`src/rtl/pipe_hazard_ctrl_pkg.sv`:
```
// -----------------------------------------------------------------------------
// pipe_pkg
// Shared definitions for the pipeline hazard controller: FSM state encoding,
// EX-stage forwarding select codes and the default register address width.
// -----------------------------------------------------------------------------
package pipe_pkg;

    localparam int REG_AW = 3;

    // FSM state encoding
    localparam logic [1:0] RUN      = 2'd0;
    localparam logic [1:0] MEM_WAIT = 2'd1;
    localparam logic [1:0] FLUSH    = 2'd2;

    // EX operand source select
    typedef logic [1:0] fwd_sel_t;
    localparam fwd_sel_t FWD_RF  = 2'b00;
    localparam fwd_sel_t FWD_MEM = 2'b01;
    localparam fwd_sel_t FWD_WB  = 2'b10;

endpackage

```
`src/rtl/pipe_hazard_ctrl_if.sv`:
```
// -----------------------------------------------------------------------------
// pipe_hazard_ctrl_if
// Bundle between the pipeline datapath and the hazard controller.
//   master : datapath side, supplies stage register addresses / control bits,
//            receives latch enables, flushes, forwarding selects and status.
//   slave  : hazard controller side.
// -----------------------------------------------------------------------------
interface pipe_hazard_ctrl_if #(
    parameter int REG_AW = 3,
    parameter int CNT_W  = 8
);

    logic [REG_AW-1:0] id_rs1;
    logic [REG_AW-1:0] id_rs2;
    logic              id_use1;
    logic              id_use2;
    logic [REG_AW-1:0] ex_rs1;
    logic [REG_AW-1:0] ex_rs2;
    logic [REG_AW-1:0] ex_rd;
    logic              ex_mem_read;
    logic [REG_AW-1:0] mem_rd;
    logic [REG_AW-1:0] wb_rd;
    logic              mem_reg_write;
    logic              wb_reg_write;
    logic              branch_taken;
    logic              mem_req;
    logic              mem_ready;

    logic              pc_en;
    logic              l1_en;
    logic              l2_en;
    logic              l3_en;
    logic              l4_en;
    logic              l1_flush;
    logic              l2_flush;
    logic [1:0]        fwd_a;
    logic [1:0]        fwd_b;
    logic              mem_err;
    logic [CNT_W-1:0]  stall_cnt;

    modport master (
        output id_rs1, id_rs2, id_use1, id_use2,
        output ex_rs1, ex_rs2, ex_rd, ex_mem_read,
        output mem_rd, wb_rd, mem_reg_write, wb_reg_write,
        output branch_taken, mem_req, mem_ready,
        input  pc_en, l1_en, l2_en, l3_en, l4_en,
        input  l1_flush, l2_flush, fwd_a, fwd_b, mem_err, stall_cnt
    );

    modport slave (
        input  id_rs1, id_rs2, id_use1, id_use2,
        input  ex_rs1, ex_rs2, ex_rd, ex_mem_read,
        input  mem_rd, wb_rd, mem_reg_write, wb_reg_write,
        input  branch_taken, mem_req, mem_ready,
        output pc_en, l1_en, l2_en, l3_en, l4_en,
        output l1_flush, l2_flush, fwd_a, fwd_b, mem_err, stall_cnt
    );

endinterface

```
`src/rtl/pipe_hazard_ctrl_fwd_unit.sv`:
```
// -----------------------------------------------------------------------------
// fwd_unit
// Combinational operand forwarding select for one EX source register.
//   ex_rs                   : EX source register
//   mem_rd / mem_reg_write  : MEM-stage destination and write flag
//   wb_rd  / wb_reg_write   : WB-stage destination and write flag
//   fwd                     : FWD_MEM, FWD_WB or FWD_RF (MEM is the younger
//                             result, so it wins over WB)
// -----------------------------------------------------------------------------
module fwd_unit
    import pipe_pkg::*;
#(
    parameter int AW = REG_AW
) (
    input  logic [AW-1:0] ex_rs,
    input  logic [AW-1:0] mem_rd,
    input  logic          mem_reg_write,
    input  logic [AW-1:0] wb_rd,
    input  logic          wb_reg_write,
    output fwd_sel_t      fwd
);

    // R0 is hard-wired zero, so a write to it never forwards
    always_comb begin
        fwd = FWD_RF;
        if (mem_reg_write && (mem_rd != '0) && (mem_rd == ex_rs)) begin
            fwd = FWD_MEM;
        end else if (wb_reg_write && (wb_rd != '0) && (wb_rd == ex_rs)) begin
            fwd = FWD_WB;
        end
    end

endmodule

```
`src/rtl/pipe_hazard_ctrl.sv`:
```
// -----------------------------------------------------------------------------
// pipe_hazard_ctrl
// Hazard and sequencing controller for the 8-bit pipelined processor.
// Drives the PC / stage-latch enables and the IF/ID, ID/EX flushes, the EX
// operand forwarding selects, and holds the pipeline while a data-memory
// access is outstanding (with timeout abort).
//   clk1   : pipeline clock, rising edge
//   rst_n  : asynchronous active-low reset
//   bus    : pipe_hazard_ctrl_if.slave (stage addresses/controls in,
//            enables/flushes/forwarding/status out)
// -----------------------------------------------------------------------------
module pipe_hazard_ctrl #(
    parameter int REG_AW      = 3,
    parameter int MEM_TIMEOUT = 15,
    parameter int CNT_W       = 8
) (
    input  logic                     clk1,
    input  logic                     rst_n,
    pipe_hazard_ctrl_if.slave        bus
);

    import pipe_pkg::*;

    localparam int               TO_W    = $clog2(MEM_TIMEOUT + 1);
    localparam logic [TO_W-1:0]  TO_LAST = TO_W'(MEM_TIMEOUT);
    localparam logic [CNT_W-1:0] CNT_MAX = '1;

    logic [1:0]       state_q,     state_d;
    logic [TO_W-1:0]  to_cnt_q,    to_cnt_d;
    logic             mem_err_q,   mem_err_d;
    logic [CNT_W-1:0] stall_cnt_q, stall_cnt_d;

    logic     lu;
    logic     front_en;   // PC and IF/ID latch
    logic     back_en;    // ID/EX, EX/MEM, MEM/WB latches
    logic     l1_flush;
    logic     l2_flush;
    fwd_sel_t fwd_a_raw;
    fwd_sel_t fwd_b_raw;

    always_comb begin
        lu = bus.ex_mem_read && (bus.ex_rd != '0) &&
             ((bus.id_use1 && (bus.id_rs1 == bus.ex_rd)) ||
              (bus.id_use2 && (bus.id_rs2 == bus.ex_rd)));

        state_d   = state_q;
        to_cnt_d  = to_cnt_q;
        mem_err_d = mem_err_q;
        front_en  = 1'b1;
        back_en   = 1'b1;
        l1_flush  = 1'b0;
        l2_flush  = 1'b0;

        case (state_q)
            RUN: begin
                // Memory hold outranks branch, which outranks load-use
                if (bus.mem_req && !bus.mem_ready) begin
                    front_en = 1'b0;
                    back_en  = 1'b0;
                    to_cnt_d = TO_W'(1);
                    state_d  = MEM_WAIT;
                end else if (bus.branch_taken) begin
                    l1_flush = 1'b1;
                    l2_flush = 1'b1;
                    state_d  = FLUSH;
                end else if (lu) begin
                    // Hold IF/ID, let the load advance, bubble into ID/EX
                    front_en = 1'b0;
                    l2_flush = 1'b1;
                end
            end
            MEM_WAIT: begin
                if (bus.mem_ready) begin
                    to_cnt_d = '0;
                    state_d  = RUN;
                end else if (to_cnt_q == TO_LAST) begin
                    // Abort: release the pipeline without retrying the access
                    mem_err_d = 1'b1;
                    to_cnt_d  = '0;
                    state_d   = RUN;
                end else begin
                    front_en = 1'b0;
                    back_en  = 1'b0;
                    to_cnt_d = to_cnt_q + 1'b1;
                end
            end
            FLUSH: begin
                // EX holds a bubble here, so branch_taken is not acted on
                l1_flush = 1'b1;
                state_d  = RUN;
            end
            default: begin
                state_d = RUN;
            end
        endcase

        if (!rst_n) begin
            front_en = 1'b0;
            back_en  = 1'b0;
            l1_flush = 1'b0;
            l2_flush = 1'b0;
        end

        stall_cnt_d = stall_cnt_q;
        if (!front_en && (stall_cnt_q != CNT_MAX)) begin
            stall_cnt_d = stall_cnt_q + 1'b1;
        end
    end

    always_ff @(posedge clk1 or negedge rst_n) begin
        if (!rst_n) begin
            state_q     <= RUN;
            to_cnt_q    <= '0;
            mem_err_q   <= 1'b0;
            stall_cnt_q <= '0;
        end else begin
            state_q     <= state_d;
            to_cnt_q    <= to_cnt_d;
            mem_err_q   <= mem_err_d;
            stall_cnt_q <= stall_cnt_d;
        end
    end

    fwd_unit #(.AW(REG_AW)) u_fwd_a (
        .ex_rs         (bus.ex_rs1),
        .mem_rd        (bus.mem_rd),
        .mem_reg_write (bus.mem_reg_write),
        .wb_rd         (bus.wb_rd),
        .wb_reg_write  (bus.wb_reg_write),
        .fwd           (fwd_a_raw)
    );

    fwd_unit #(.AW(REG_AW)) u_fwd_b (
        .ex_rs         (bus.ex_rs2),
        .mem_rd        (bus.mem_rd),
        .mem_reg_write (bus.mem_reg_write),
        .wb_rd         (bus.wb_rd),
        .wb_reg_write  (bus.wb_reg_write),
        .fwd           (fwd_b_raw)
    );

    assign bus.pc_en     = front_en;
    assign bus.l1_en     = front_en;
    assign bus.l2_en     = back_en;
    assign bus.l3_en     = back_en;
    assign bus.l4_en     = back_en;
    assign bus.l1_flush  = l1_flush;
    assign bus.l2_flush  = l2_flush;
    assign bus.fwd_a     = rst_n ? fwd_a_raw : FWD_RF;
    assign bus.fwd_b     = rst_n ? fwd_b_raw : FWD_RF;
    assign bus.mem_err   = mem_err_q;
    assign bus.stall_cnt = stall_cnt_q;

endmodule

```
`src/flat_wrapper.sv`:
```
// flat-port wrapper written by rule: the top's interface ports become plain ports
module pipe_hazard_ctrl_flat import pipe_pkg::*;
#(
    parameter int REG_AW      = 3,
    parameter int MEM_TIMEOUT = 15,
    parameter int CNT_W       = 8
)
  (clk1, rst_n, bus_id_rs1, bus_id_rs2, bus_id_use1, bus_id_use2, bus_ex_rs1, bus_ex_rs2, bus_ex_rd, bus_ex_mem_read, bus_mem_rd, bus_wb_rd, bus_mem_reg_write, bus_wb_reg_write, bus_branch_taken, bus_mem_req, bus_mem_ready, bus_pc_en, bus_l1_en, bus_l2_en, bus_l3_en, bus_l4_en, bus_l1_flush, bus_l2_flush, bus_fwd_a, bus_fwd_b, bus_mem_err, bus_stall_cnt);
  pipe_hazard_ctrl_if #(.REG_AW(REG_AW), .CNT_W(CNT_W)) bus_i ();
  input  logic clk1;
  input  logic rst_n;
  input wire logic [$bits(bus_i.id_rs1)-1:0] bus_id_rs1;
  input wire logic [$bits(bus_i.id_rs2)-1:0] bus_id_rs2;
  input wire logic [$bits(bus_i.id_use1)-1:0] bus_id_use1;
  input wire logic [$bits(bus_i.id_use2)-1:0] bus_id_use2;
  input wire logic [$bits(bus_i.ex_rs1)-1:0] bus_ex_rs1;
  input wire logic [$bits(bus_i.ex_rs2)-1:0] bus_ex_rs2;
  input wire logic [$bits(bus_i.ex_rd)-1:0] bus_ex_rd;
  input wire logic [$bits(bus_i.ex_mem_read)-1:0] bus_ex_mem_read;
  input wire logic [$bits(bus_i.mem_rd)-1:0] bus_mem_rd;
  input wire logic [$bits(bus_i.wb_rd)-1:0] bus_wb_rd;
  input wire logic [$bits(bus_i.mem_reg_write)-1:0] bus_mem_reg_write;
  input wire logic [$bits(bus_i.wb_reg_write)-1:0] bus_wb_reg_write;
  input wire logic [$bits(bus_i.branch_taken)-1:0] bus_branch_taken;
  input wire logic [$bits(bus_i.mem_req)-1:0] bus_mem_req;
  input wire logic [$bits(bus_i.mem_ready)-1:0] bus_mem_ready;
  output wire logic [$bits(bus_i.pc_en)-1:0] bus_pc_en;
  output wire logic [$bits(bus_i.l1_en)-1:0] bus_l1_en;
  output wire logic [$bits(bus_i.l2_en)-1:0] bus_l2_en;
  output wire logic [$bits(bus_i.l3_en)-1:0] bus_l3_en;
  output wire logic [$bits(bus_i.l4_en)-1:0] bus_l4_en;
  output wire logic [$bits(bus_i.l1_flush)-1:0] bus_l1_flush;
  output wire logic [$bits(bus_i.l2_flush)-1:0] bus_l2_flush;
  output wire logic [$bits(bus_i.fwd_a)-1:0] bus_fwd_a;
  output wire logic [$bits(bus_i.fwd_b)-1:0] bus_fwd_b;
  output wire logic [$bits(bus_i.mem_err)-1:0] bus_mem_err;
  output wire logic [$bits(bus_i.stall_cnt)-1:0] bus_stall_cnt;
  assign bus_i.id_rs1 = bus_id_rs1;
  assign bus_i.id_rs2 = bus_id_rs2;
  assign bus_i.id_use1 = bus_id_use1;
  assign bus_i.id_use2 = bus_id_use2;
  assign bus_i.ex_rs1 = bus_ex_rs1;
  assign bus_i.ex_rs2 = bus_ex_rs2;
  assign bus_i.ex_rd = bus_ex_rd;
  assign bus_i.ex_mem_read = bus_ex_mem_read;
  assign bus_i.mem_rd = bus_mem_rd;
  assign bus_i.wb_rd = bus_wb_rd;
  assign bus_i.mem_reg_write = bus_mem_reg_write;
  assign bus_i.wb_reg_write = bus_wb_reg_write;
  assign bus_i.branch_taken = bus_branch_taken;
  assign bus_i.mem_req = bus_mem_req;
  assign bus_i.mem_ready = bus_mem_ready;
  assign bus_pc_en = bus_i.pc_en;
  assign bus_l1_en = bus_i.l1_en;
  assign bus_l2_en = bus_i.l2_en;
  assign bus_l3_en = bus_i.l3_en;
  assign bus_l4_en = bus_i.l4_en;
  assign bus_l1_flush = bus_i.l1_flush;
  assign bus_l2_flush = bus_i.l2_flush;
  assign bus_fwd_a = bus_i.fwd_a;
  assign bus_fwd_b = bus_i.fwd_b;
  assign bus_mem_err = bus_i.mem_err;
  assign bus_stall_cnt = bus_i.stall_cnt;
  pipe_hazard_ctrl #(.REG_AW(REG_AW), .MEM_TIMEOUT(MEM_TIMEOUT), .CNT_W(CNT_W)) u_core (.clk1(clk1), .rst_n(rst_n), .bus(bus_i));
endmodule
```
`config.mk`:
```
export PLATFORM = sky130hd
export DESIGN_NAME = pipe_hazard_ctrl_flat
export DESIGN_NICKNAME = d
export VERILOG_FILES = /design/src/rtl/pipe_hazard_ctrl_pkg.sv /design/src/rtl/pipe_hazard_ctrl_if.sv /design/src/rtl/pipe_hazard_ctrl_fwd_unit.sv /design/src/rtl/pipe_hazard_ctrl.sv /design/src/flat_wrapper.sv
export SDC_FILE = /design/constraint.sdc
export NUM_CORES = 1
export LEC_CHECK = 0
export ABC_CLOCK_PERIOD_IN_PS = 2100
export BUFFER_PORTS_ARGS = -buffer_cell sky130_fd_sc_hd__buf_2
export CORE_UTILIZATION = 48
export CTS_BUF_LIST = sky130_fd_sc_hd__clkbuf_4
export DETAILED_ROUTE_END_ITERATION = 10
export PLACE_DENSITY = 0.85
export RECOVER_POWER = 100
export SYNTH_ARGS = -nofsm -noshare
export SYNTH_HDL_FRONTEND = slang
export SYNTH_HIERARCHICAL = 1
export SYNTH_SLANG_ARGS = --single-unit
```
`constraint.sdc`:
```
create_clock -name clk1 -period 2.1 [get_ports clk1]
set_input_delay 0.42 -clock clk1 [delete_from_list [all_inputs] [get_ports clk1]]
set_output_delay 0.42 -clock clk1 [all_outputs]
set_load 0.02 [all_outputs]
```
# Word-level counts from Yosys, hierarchy flattened
# Index checks and enable logic that the tools add are counted.
[classes] n_bitwise=1 eq_ne=13 n_reduce_logical=23 mux=34 add_sub_neg=2
[op_table] operator="2-bit two-way mux" n=10
[op_table] operator="3-bit equality test" n=6
[op_table] operator="1-bit two-way mux" n=16
[op_table] operator="1-bit logical AND" n=12
[op_table] operator="4-bit two-way mux" n=3
[op_table] operator="3-bit nonzero test" n=3
[op_table] operator="8-bit by 1-bit adder with 8-bit output, second input constant" n=1
[op_table] operator="8-bit inequality test, second input constant" n=1
[op_table] operator="4-bit one-hot mux with 2 select lines" n=1
[op_table] operator="3-bit by 2-bit inequality test with 1-bit output, second input constant" n=2
[op_table] operator="1-bit one-hot mux with 2 select lines" n=3
[op_table] operator="4-bit by 1-bit adder with 4-bit output, second input constant" n=1
[op_table] operator="4-bit equality test, second input constant" n=1
[op_table] operator="2-bit one-hot mux with 2 select lines" n=1
[op_table] operator="2-bit AND reduction" n=2
[op_table] operator="3-bit AND reduction" n=1
[op_table] operator="2-bit by 1-bit equality test with 1-bit output, second input constant" n=1
[op_table] operator="2-bit equality test, second input constant" n=1
[op_table] operator="1-bit zero test" n=2
[op_table] operator="2-bit zero test" n=1
[op_table] operator="2-bit by 1-bit inequality test with 1-bit output, second input constant" n=1
[op_table] operator="2-bit nonzero test" n=1
[op_table] operator="1-bit logical OR" n=1
[op_table] operator="1-bit NOT" n=1
[word_totals] regBits=15 input_bits=31

# Longest topological paths before layout
[depth] word_depth=11 ltp_mapped=7 mapped_depth_nobuf=7

# Hierarchy
# The synthesis kept the hierarchy.
[by_module_without_submodules] module="pipe_hazard_ctrl" instances=1 cells_each=95 seq_area_each_um2=375.4 area_each_um2=924.6
[by_module_without_submodules] module="fwd_unit" instances=2 cells_each=13 seq_area_each_um2=0.0 area_each_um2=103.8

# Least setup slack after synthesis
# OpenSTA, ideal clock, no wires.
[synth_timing] kind="register to output" start="register u_core.state_q[1]" end="output port bus_pc_en" n_path_buf=2 t_arrival_ps=1465 slack_ps=215 stages_incl_launch_ff=6 t_required_ps=1680 path_cell_list="dfrtp_1 -> clkbuf_1 -> nor3b_2 -> nand2_1 -> o21ai_2 -> buf_4"
[synth_between] elab_chain_len=3 elab_cells_between_ends=4 cone_classes="1 x eq/ne; 2 x mux; 1 x reduce/logical"
[synth_lines] element="start: declaration" line="pipe_hazard_ctrl.sv:28" source="logic [1:0] state_q, state_d;"
[synth_lines] element="start signal: assignment" line="pipe_hazard_ctrl.sv:117" source="state_q <= state_d;"
[synth_lines] element="2-bit by 1-bit equality test with 1-bit output or 2-bit zero test (tied branches)" line="pipe_hazard_ctrl.sv:54" source="case (state_q)"
[synth_lines] element="1-bit one-hot mux with 2 select lines *" line="pipe_hazard_ctrl.sv:54"
[synth_lines] element="1-bit two-way mux *" line="pipe_hazard_ctrl.sv:97" source="if (!rst_n) begin"
[synth_lines] element="end: declaration" line="flat_wrapper.sv:27" source="output wire logic [$bits(bus_i.pc_en)-1:0] bus_pc_en;"
# Mark *: on every way between the ends. The rest lies on a longest branch, timed or not.

# Final worst setup path
[layout_timing] start="register u_core.to_cnt_q[0]" end="output port bus_l1_en"
[layout_between] elab_chain_len=5
[layout_lines] element="start: declaration" line="pipe_hazard_ctrl.sv:29" source="logic [TO_W-1:0] to_cnt_q, to_cnt_d;"
[layout_lines] element="start signal: assignment" line="pipe_hazard_ctrl.sv:118" source="to_cnt_q <= to_cnt_d;"
[layout_lines] element="4-bit equality test" line="pipe_hazard_ctrl.sv:76" source="end else if (to_cnt_q == TO_LAST) begin"
[layout_lines] element="1-bit two-way mux" line="pipe_hazard_ctrl.sv:76"
[layout_lines] element="1-bit two-way mux" line="pipe_hazard_ctrl.sv:73" source="if (bus.mem_ready) begin"
[layout_lines] element="1-bit one-hot mux with 2 select lines" line="pipe_hazard_ctrl.sv:54"
[layout_lines] element="1-bit two-way mux" line="pipe_hazard_ctrl.sv:97"
[layout_lines] element="end: declaration" line="flat_wrapper.sv:28" source="output wire logic [$bits(bus_i.l1_en)-1:0] bus_l1_en;"
# Every way passes these cells.

==> results.py <==
metrics = {
    "placed_design": {
        "detailed_place_hpwl_um": 2090,
        "dp_cells": 196,
        "gp_congestion": 0.766,
        "port_buffers": 50,
        "pre_cts_slack_ns": 0.113,
    },
    "yosys": {
        "synth-simple-area-share_pct": 23.9,
        "yosysTopAreaCellShare_pct": 33.1,
        "ys_seq_area_share_pct": 33.1,
        "syn_area_per_cell_um2": 9.36,
        "syn_nets": 154,
        "synth_compound_area_share_pct": 19.0,
        "yosysWarnings": 6,
        "ys_async_sr_fraction_pct": 100,
        "synth_mux_area_share_pct": 1.99,
        "yosys.cell_count.top_type": "dfrtp_1",
        "netlist_top_cells_count": "dfrtp_1, xnor2_1, nor2_1, nand3_1, xor2_1",
        "syn_area_mm2": 0.00113,
        "synth-edff-count": 0,
        "synth_area_leaders": "dfrtp_1, xnor2_1, xor2_1",
        "syn-instance-count": 121,
        "synth_seq_cells": 15,
        "synth_top_family_by_area": "simple AND/OR/NAND/NOR gates",
        "synth_cell_types": 36,
        "yosys.area.top_type": "dfrtp_1",
        "dominantRegCellSynth": "dfrtp_1",
        "synthAdderAreaFrac_pct": 2.21,
        "synth_xor_area_share_pct": 15.5,
    },
    "clock_tree": {
        "cts_tree": "done",
        "clk_pin_slew_ns": 0.09,
        "clk_latency_ns": 0.27,
        "h-tree-depth": 1,
        "clock-root-buffer": "clkbuf_4",
        "clockBufferDepth": 2,
        "cts_made_buffers": 3,
        "clock_sinks": 15,
    },
    "floorplan": {
        "io_pins": 51,
        "fp.dieH_um": 50.6,
        "rows": 17,
        "start_util_pct": 51.2,
        "die-area_mm2": 0.00256,
        "core_region_area_mm2": 0.00221,
        "die_w_um": 50.6,
    },
    "critical_path": {
        "critPathLaunch": "u_core/to_cnt_q[0]$_DFFE_PN0P_",
        "r2r-start": "u_core/to_cnt_q[0]$_DFFE_PN0P_",
        "required_ns": 1.68,
        "cp.arrival_ns": 1.61,
        "crit_fanout": 8,
        "crit_path_start_kind": "register",
        "end_kind": "output pin",
        "critical_path_class": "register to output pin",
    },
    "sta": {
        "fmax_mhz": 492,
        "fin_crit_ns": 2.03,
        "slew_headroom_pct": 70.3,
        "rsz0062_at_grt": "false",
        "maxSlewViolCount": 0,
        "skew_ns": 0.00425,
        "finalCritPeriodShare_pct": 96.8,
        "hold_viol_final": 0,
        "tns_ns": 0,
        "fin_ws_ns": 0.0666,
        "worstMarginPinSlew_ns": 0.443,
        "setup_violations": 0,
    },
    "final_layout": {
        "nNetsFinal": 210,
        "drive_gt1_share_pct": 31.3,
        "stdcell_count": 204,
        "syn2layout_area_growth_pct": 26.6,
        "antennaDiodeCount": 0,
    },
    "power": {
        "power_density_mw_per_mm2": 825,
        "power_mw": 1.18,
        "p_leak_nw": 0.626,
        "p_comb_share_pct": 44.9,
        "p_switching_mw": 0.515,
        "peakVddDrop_mv": 0.648,
        "swShare_pct": 43.5,
        "p_clk_share_pct": 13.5,
        "internal_power_mw": 0.669,
        "seqPwrFrac_pct": 41.6,
    },
    "flow_run": {
        "cap_violations": 0,
    },
    "drt": {
        "wl_per_cell_um": 13.2,
        "drt-initial-drc-count": 24,
        "wl_um": 2690,
        "drc": 0,
        "dr_total_vias": 1129,
        "antenna_left": 0,
        "drt_pass1_iterations": 6,
        "via_per_inst": 5.53,
    },
    "grt": {
        "grt_max_degree": 19,
        "grt_usage_pct": 21.2,
        "antenna_found_initial": 0,
        "gr-total-overflow": 0,
        "grt_pass1_vias": 1030,
        "grt_pass1_wl_um": 4160,
    },
    "outcome": {
        "status": "complete, no violations",
    },
    "worst_hold_path": {
        "hold_path.class": "primary input to async pin",
    },
}
==> metrics by stage <==
step,hold slack [ns],cell area (µm²),utilization [%]
after global placement,0.228,1400,63.1
final,0.239,1430,64.8
after CTS,0.139,1440,65.1
after detailed placement,0.230,1400,63.1
after floorplan,0.124,1130,-
after global routing,0.270,1430,64.8
==> final timing paths <==
| kind | cells after the start | endpoint | slack [ns] |
|---|---|---|---|
| min reg2reg | 1 | u_core/bus.mem_err$_DFFE_PN0P_ | 0.48 |
| max in group asynchronous | 2 | u_core/state_q[1]$_DFFE_PN0P_ | 1.38 |
| max | 6 | bus_l1_en | 0.07 |
| min in group clk1 | 2 | u_core/state_q[0]$_DFFE_PN0P_ | 0.37 |
| max reg2reg | 8 | u_core/bus.stall_cnt[7]$_DFFE_PN0P_ | 0.16 |
| min | 2 | u_core/bus.stall_cnt[2]$_DFFE_PN0P_ | 0.24 |
==> timing repair <==
action / in CTS / in global routing
gates resized for setup: 1 / 2
setup buffers: 0 / 3
endpoints found under the setup margin: 2 / 5
pin swaps: 0 / 2
endpoints found under the hold margin: 1 / 0
hold buffers: 1 / 0
==> metal layers <==
| metal | GRT usage (%) | part of all wire (%) |
|---|---|---|
| met5 | 0 | 0 |
| met4 | 7.87 | 1.5 |
| met3 | 2.42 | 6.5 |
| met2 | 41.6 | 53 |
| met1 | 22.6 | 39 |
==> flip-flops by register name, summed over array words and instances (netlist names) <==
signal / flops
u_core/bus.stall_cnt: 8
u_core/to_cnt_q: 4
u_core/state_q: 2
u_core/bus.mem_err: 1
==> placed cells by master (no fill, tap or decap), drive strengths merged, types with 4 or more instances in the layout <==
master,synthesis,layout
and2,7,7
buf,4,33
clkbuf,1,25
dfrtp,15,15
nand2,6,6
nand2b,4,4
nand3,7,7
nor2,10,10
o21ai,7,7
xnor2,13,13
xor2,7,7
==> worst max-delay path: stages, from the launching register on <==
cell and delay [ns]:
dfrtp_1 0.41, ha_2 0.22, nand3_1 0.10, nand2_1 0.08
o211ai_1 0.16, o21ai_4 0.15, buf_2 0.21
==> kinds of logic (layout without fill, tap and decap cells) <==
logic type | Yosys count | after routing
compound gates | 27 | 27
flops | 15 | 15
xor+xnor | 20 | 20
mux | 2 | 2
fa+ha+maj | 2 | 2
simple gates | 47 | 47
buf+inv | 8 | 63
==> power by group through the flow <==
| stage | logic [mW] | registers (mW) | clock network (mW) |
|---|---|---|---|
| after detailed placement | 0.542 | 0.494 | 0 |
| final | 0.532 | 0.492 | 0.159 |
| after CTS | 0.549 | 0.489 | 0.162 |
| after global routing | 0.577 | 0.510 | 0.178 |
| after floorplan | 0.276 | 0.569 | 0 |
| after global placement | 0.520 | 0.490 | 0 |
==> layout make-up <==
| cell class | instances | area [µm²] |
|---|---|---|
| repair buffers | 56 | 270 |
| well taps | 28 | 35.0 |
| clock buffers | 3 | 22.5 |
| fillers | 193 | 778 |
| inverters | 3 | 11.3 |
| multi-input cells | 98 | 714 |
| flip-flops and latches | 15 | 375 |
| clock inverters | 1 | 5.00 |
Power figures use the tool's default switching activity.
